## config.mk

```make
export PLATFORM = sky130hd
export DESIGN_NAME = io_port_arbiter
export DESIGN_NICKNAME = d
export VERILOG_FILES = /design/src/rtl/io_port_arbiter.sv
export SDC_FILE = /design/constraint.sdc
export NUM_CORES = 1
export LEC_CHECK = 0
export CORE_AREA = 8 8 73 75
export DETAILED_ROUTE_END_ITERATION = 12
export DIE_AREA = 0 0 81 83
export GPL_TIMING_DRIVEN = 0
export PLACE_DENSITY = 0.75
export SLEW_MARGIN = 25
export SYNTH_ARGS = -nofsm -noshare
export SYNTH_HDL_FRONTEND = slang
export SYNTH_SLANG_ARGS = --single-unit
```

## constraint.sdc

```tcl
create_clock -name clk_48mhz -period 1.4 [get_ports clk_48mhz]
set_clock_uncertainty 0.05 [all_clocks]
set_input_delay 0.21 -clock clk_48mhz [delete_from_list [all_inputs] [get_ports clk_48mhz]]
set_output_delay 0.21 -clock clk_48mhz [all_outputs]
set_load 0.005 [all_outputs]
```

## src/rtl/io_port_arbiter.sv

```systemverilog
// io_port_arbiter: round-robin arbiter giving a CPU bus and a UART monitor shared access to the LED port registers.
module io_port_arbiter #(
  parameter logic [7:0] PORT_A_INIT = 8'h00,
  parameter logic [2:0] LED_INIT    = 3'b000
) (
  input  logic       clk_48mhz,
  input  logic       reset,
  input  logic       req0,
  input  logic       req1,
  input  logic       we0,
  input  logic       we1,
  input  logic [1:0] addr0,
  input  logic [1:0] addr1,
  input  logic [7:0] wdata0,
  input  logic [7:0] wdata1,
  output logic       ack0,
  output logic       ack1,
  output logic [7:0] rdata,
  output logic [7:0] port_a,
  output logic       port_lr,
  output logic       port_lg,
  output logic       port_lb
);
  typedef enum logic [1:0] {IDLE, EXEC, ACK} state_t;
  state_t      state;
  logic        gnt;
  logic        last_grant;
  logic        we_q;
  logic [1:0]  addr_q;
  logic [7:0]  wdata_q;
  logic        busy;
  logic        pick;
  logic [7:0]  rd_mux;
  assign busy = state != IDLE;
  assign pick = (req0 & req1) ? ~last_grant : req1;
  always_comb begin
    rd_mux = addr_q == 2'd0 ? port_a :
             addr_q == 2'd1 ? {5'b0, port_lr, port_lg, port_lb} :
             addr_q == 2'd2 ? {6'b0, last_grant, busy} : 8'h5A;
  end
  // ack is set on the edge that leaves ACK, so it is high for the cycle after the ACK state
  always_ff @(posedge clk_48mhz or posedge reset) begin
    if (reset) begin
      state      <= IDLE;
      gnt        <= 1'b0;
      last_grant <= 1'b1;
      we_q       <= 1'b0;
      addr_q     <= 2'd0;
      wdata_q    <= 8'h00;
      ack0       <= 1'b0;
      ack1       <= 1'b0;
      rdata      <= 8'h00;
      port_a     <= PORT_A_INIT;
      {port_lr, port_lg, port_lb} <= LED_INIT;
    end else begin
      ack0 <= 1'b0;
      ack1 <= 1'b0;
      case (state)
        IDLE: if (req0 | req1) begin
          state   <= EXEC;
          gnt     <= pick;
          we_q    <= pick ? we1 : we0;
          addr_q  <= pick ? addr1 : addr0;
          wdata_q <= pick ? wdata1 : wdata0;
        end
        EXEC: begin
          state <= ACK;
          rdata <= rd_mux;
          if (we_q && addr_q == 2'd0) port_a <= wdata_q;
          if (we_q && addr_q == 2'd1) {port_lr, port_lg, port_lb} <= wdata_q[2:0];
        end
        ACK: begin
          state      <= IDLE;
          ack0       <= ~gnt;
          ack1       <= gnt;
          last_grant <= gnt;
        end
        default: state <= IDLE;
      endcase
    end
  end
endmodule

```

; After elaboration in Yosys (flattened, before gate mapping)
; Index checks and enable logic that the tools add are counted.
[word_totals]
wordCells = 41
out_inout_bits = 21
regBits = 36
inputBits = 26
[classes]
n_reduce_logical = 8
bitwise = 4
n_mux = 11
n_eq_ne = 5
[op_table]
columns = op, n
row1 = 2-to-1 mux 8 bit, 2
row2 = 2-to-1 mux 7 bit, 2
row3 = AND reduction 2 bit, 3
row4 = "== test 2 x 1 -> 1 bit, second input constant", 2
row5 = "== test 2 bit, second input constant", 2
row6 = logical NOT 2 bit, 2
row7 = 2-to-1 mux 1 bit, 4
row8 = 2-to-1 mux 2 bit, 2
row9 = one-hot mux 2 bit (2 select lines), 1
row10 = logical AND 1 bit, 2
row11 = "inequality test 2 bit, second input constant", 1
row12 = inverter 1 bit, 2
row13 = nonzero test 2 bit, 1
row14 = AND 1 bit, 1
row15 = OR 1 bit, 1

; Longest topological paths before layout
[logic_depth]
word_depth = 4
depth_mapped = 5
depth_no_buf = 5

; Least setup slack after synthesis
; Ideal clock, no wire load.
[synth_path]
path_type = register to register
start = register last_grant
end = register wdata_q[6]
required_ps = 1225
arrival_time_ps = 1345
synth_period_minus_slack_ps = 1520
path_stages_with_launch = 5
path_buffers = 1
slack_ps = -120
setup_ps = 125
path_cell_list = dfstp_2 > a21bo_4 > buf_6 > mux2_4 > mux2_4
[synth_via]
elab_chain_cells = 3
[synth_rtl]
columns = element, line
row1 = "start, declared", 27  ; logic last_grant;
row2 = "start signal, assigned", 76  ; last_grant <= gnt;
row3 = inverter 1 bit, 35  ; assign pick = (req0 & req1) ? ~last_grant : req1;
row4 = 2-to-1 mux 1 bit, 35
row5 = 2-to-1 mux 8 bit, 64  ; wdata_q <= pick ? wdata1 : wdata0;
row6 = "end signal, assigned", 64
row7 = "end, declared", 30  ; logic [7:0] wdata_q;
; Every way passes these cells.
; A chain may end at the register's enable or synchronous reset.

; Final worst setup path
[layout_path]
start = register last_grant
end = register wdata_q[4]
; Same word-level chain as after synthesis.

==> results_dict.tcl <==
set metrics [dict create \
    status "complete, but fails checks" \
    violations "negative setup slack" \
    cts_max_level 2 \
    drt_iter0_drc 76 \
    fp.dieW_um 81 \
    gp_congestion 0.801 \
    core_area_um2 4200 \
    track_usage 0.119 \
    grt_pass1_wl_um 6230 \
    critPathTopFamily "multiplexers" \
    sequentialPowerShare 0.345 \
    worstSetupPathType "register to register" \
    endpoint_kind "register" \
    grt_overflow 0 \
    synth_area_per_cell_um2 13.6 \
    netlist_instances 123 \
    nNetsFinal 227 \
    cts-root-buf "clkbuf_8" \
    vias 1211 \
    fin_hold_ws_ps 321 \
    ioPinCount 47 \
    synth_flop_cell "dfrtp_1" \
    wl_per_cell_um 15.5 \
    cts_buffer_depth 2 \
    chipHeight_um 83 \
    p_comb_frac 0.474 \
    dr.pass1.iters 4 \
    grt_max_degree 37 \
    io_buffer_count 46 \
    worst_slack_ps -161 \
    hold_path_class "input port to async pin" \
    max_stage_delay_ps 550 \
    dpl-instance-area_um2 2200 \
    setup_viol 11 \
    row_count 24 \
    grt_antenna_before_repair 0 \
    synthDistinctLibCells 27 \
    clkPwrFrac 0.181 \
    fin_tns_setup_ps -1290 \
    clk_pin_slew_ps 70 \
    drt_wl_total_um 3880 \
    p_leak_nw 1.25 \
    rsz0062_at_grt "true" \
    synth_edf_count 0 \
    fmax_ghz 0.641 \
    critPathArrivalTime_ps 1690 \
    pre_cts_slack_ps -509 \
    yosys_warnings 0 \
    synth_nets 153 \
    clock_latency_ps 290 \
    netlist_area_um2 1670 \
    cpMostUsedCell "mux2_4" \
    crit_buf_inv 1 \
    hold_buffers 0 \
    maxCapViolCount 0 \
    drtAntennaViolNets 0 \
    p_total_w 0.00547 \
    layout_common_cells "dfrtp_1, clkdlybuf4s50_1, buf_4" \
    period_needed_ps 1560 \
    via_per_inst 4.84 \
    design_area_um2 2540 \
    period_share 1.11 \
    final_hold_viol_count 0 \
    grt_pass1_vias 1270 \
    post-dp-hpwl_um 2700 \
    numCtsBuffers 5 \
    die_area_um2 6720 \
    async_reset_ff_frac 1.00 \
    slew_violations 0 \
    start_util 0.397 \
    relSlewSlack 0.516 \
    crit_fanout 8 \
    cts_tree "built" \
    powerDensity_nw_per_um2 2150 \
    peakVddDrop_uv 695 \
    required_ps 1530 \
    switchingPower_w 0.00171 \
    start_kind "register" \
    n_antenna_cell 0 \
    cts_num_sinks 36 \
    synth-seq-cells 36 \
    ys_seq_area_frac 0.541 \
    final_common_cell "dfrtp_1" \
    p_sw_frac 0.312 \
    internal_power_w 0.00376 \
    drc 0 \
    worst_pin_slew_ps 725 \
    area_growth_pct 52.4 \
    crit_chain "a21bo_4, buf_12, mux2_4, mux2_4" \
    critPathSlowestCell "dfstp_2" \
    drive_gt1_frac 0.374 \
]
## sequential cells by signal, indices dropped and copies added, names as in the netlist, 2 cells and up
| signal | cells |
|---|---|
| addr_q | 2 |
| port_a | 8 |
| rdata | 8 |
| state | 2 |
| wdata_q | 8 |
## synth_stat cells, drive strengths merged (2+ instances only)
| master | n | area, um2 |
|---|---|---|
| dfrtp | 35 | 876 |
| mux2 | 30 | 390 |
| nand2 | 9 | 33.8 |
| mux2i | 6 | 60.1 |
| inv | 5 | 18.8 |
| nor2 | 5 | 18.8 |
| ha | 4 | 50.1 |
| nand3 | 4 | 25.0 |
| nor2b | 4 | 25.0 |
| o31ai | 3 | 22.5 |
| a21oi | 2 | 10.0 |
| buf | 2 | 18.8 |
| clkbuf | 2 | 7.51 |
| nand2b | 2 | 12.5 |
## cell families (layout without fill, tap and decap cells)
logic type	count (synthesis)	count (layout)	share of synthesized area
compound gates	10	10	0.0458
fa+ha+maj	4	4	0.0300
buf+inv	10	85	0.0293
flops	36	36	0.541
mux	36	36	0.270
simple gates	27	27	0.0840
## final cells by class
type | instances | area, um2
clock buffer | 7 | 96.3
tap | 52 | 65.1
clock inverter | 1 | 30.0
multi-input combinational | 77 | 779
buffer | 4 | 45.0
timing repair buffer | 67 | 601
inverter | 6 | 23.8
fill | 322 | 1660
sequential | 36 | 902
## power groups by stage
stage | sequential, W | clock (W) | combinational (W)
floorplan | 0.00187 | 0 | 0.00121
global placement | 0.00191 | 0 | 0.00207
detailed placement | 0.00194 | 0 | 0.00212
CTS | 0.00187 | 0.00101 | 0.00247
global route | 0.00195 | 0.00105 | 0.00282
finish | 0.00188 | 0.000991 | 0.00259
## routing by layer
layer  part of all wire  GRT usage
met1               0.44      0.144
met2               0.48      0.190
met3              0.071     0.0366
met4              0.013     0.0439
met5                  0          0
## repair_timing
action | 4_1_cts | 5_1_grt
gates resized for setup | 34 | 6
buffers inserted | 18 | 3
endpoints found under the setup margin | 50 | 24
pin swaps | 2 | 2
gates cloned | 0 | 0
## worst reg2reg max path: stages, from the launching register on
cell     delay (ps)
dfstp_2         550
a21bo_4         150
buf_12          140
mux2_4          300
mux2_4          260
## path summary, 6_finish.rpt
kind                                         from                endpoint  slack, ps  cells past startpoint
max in group asynchronous                   reset    rdata[6]$_DFFE_PP0P_        520                      2
hold / removal                              reset  wdata_q[6]$_DFFE_PP0P_        320                      2
setup / recovery           last_grant$_DFFE_PP1N_  wdata_q[4]$_DFFE_PP0P_       -160                      4
hold reg to reg                   gnt$_DFFE_PP0P_          ack0$_DFF_PP0_        380                      1
min in group clk_48mhz            gnt$_DFFE_PP0P_          ack0$_DFF_PP0_        380                      1
setup reg to reg           last_grant$_DFFE_PP1N_  wdata_q[4]$_DFFE_PP0P_       -160                      4
## stage by stage
stage / cells / util
global route: 250 / 0.605
CTS: 247 / 0.593
floorplan: 123 / -
finish: 250 / 0.605
detailed placement: 221 / 0.523
global placement: 221 / 0.523
Note: power is estimated with default switching activity, not from simulation.
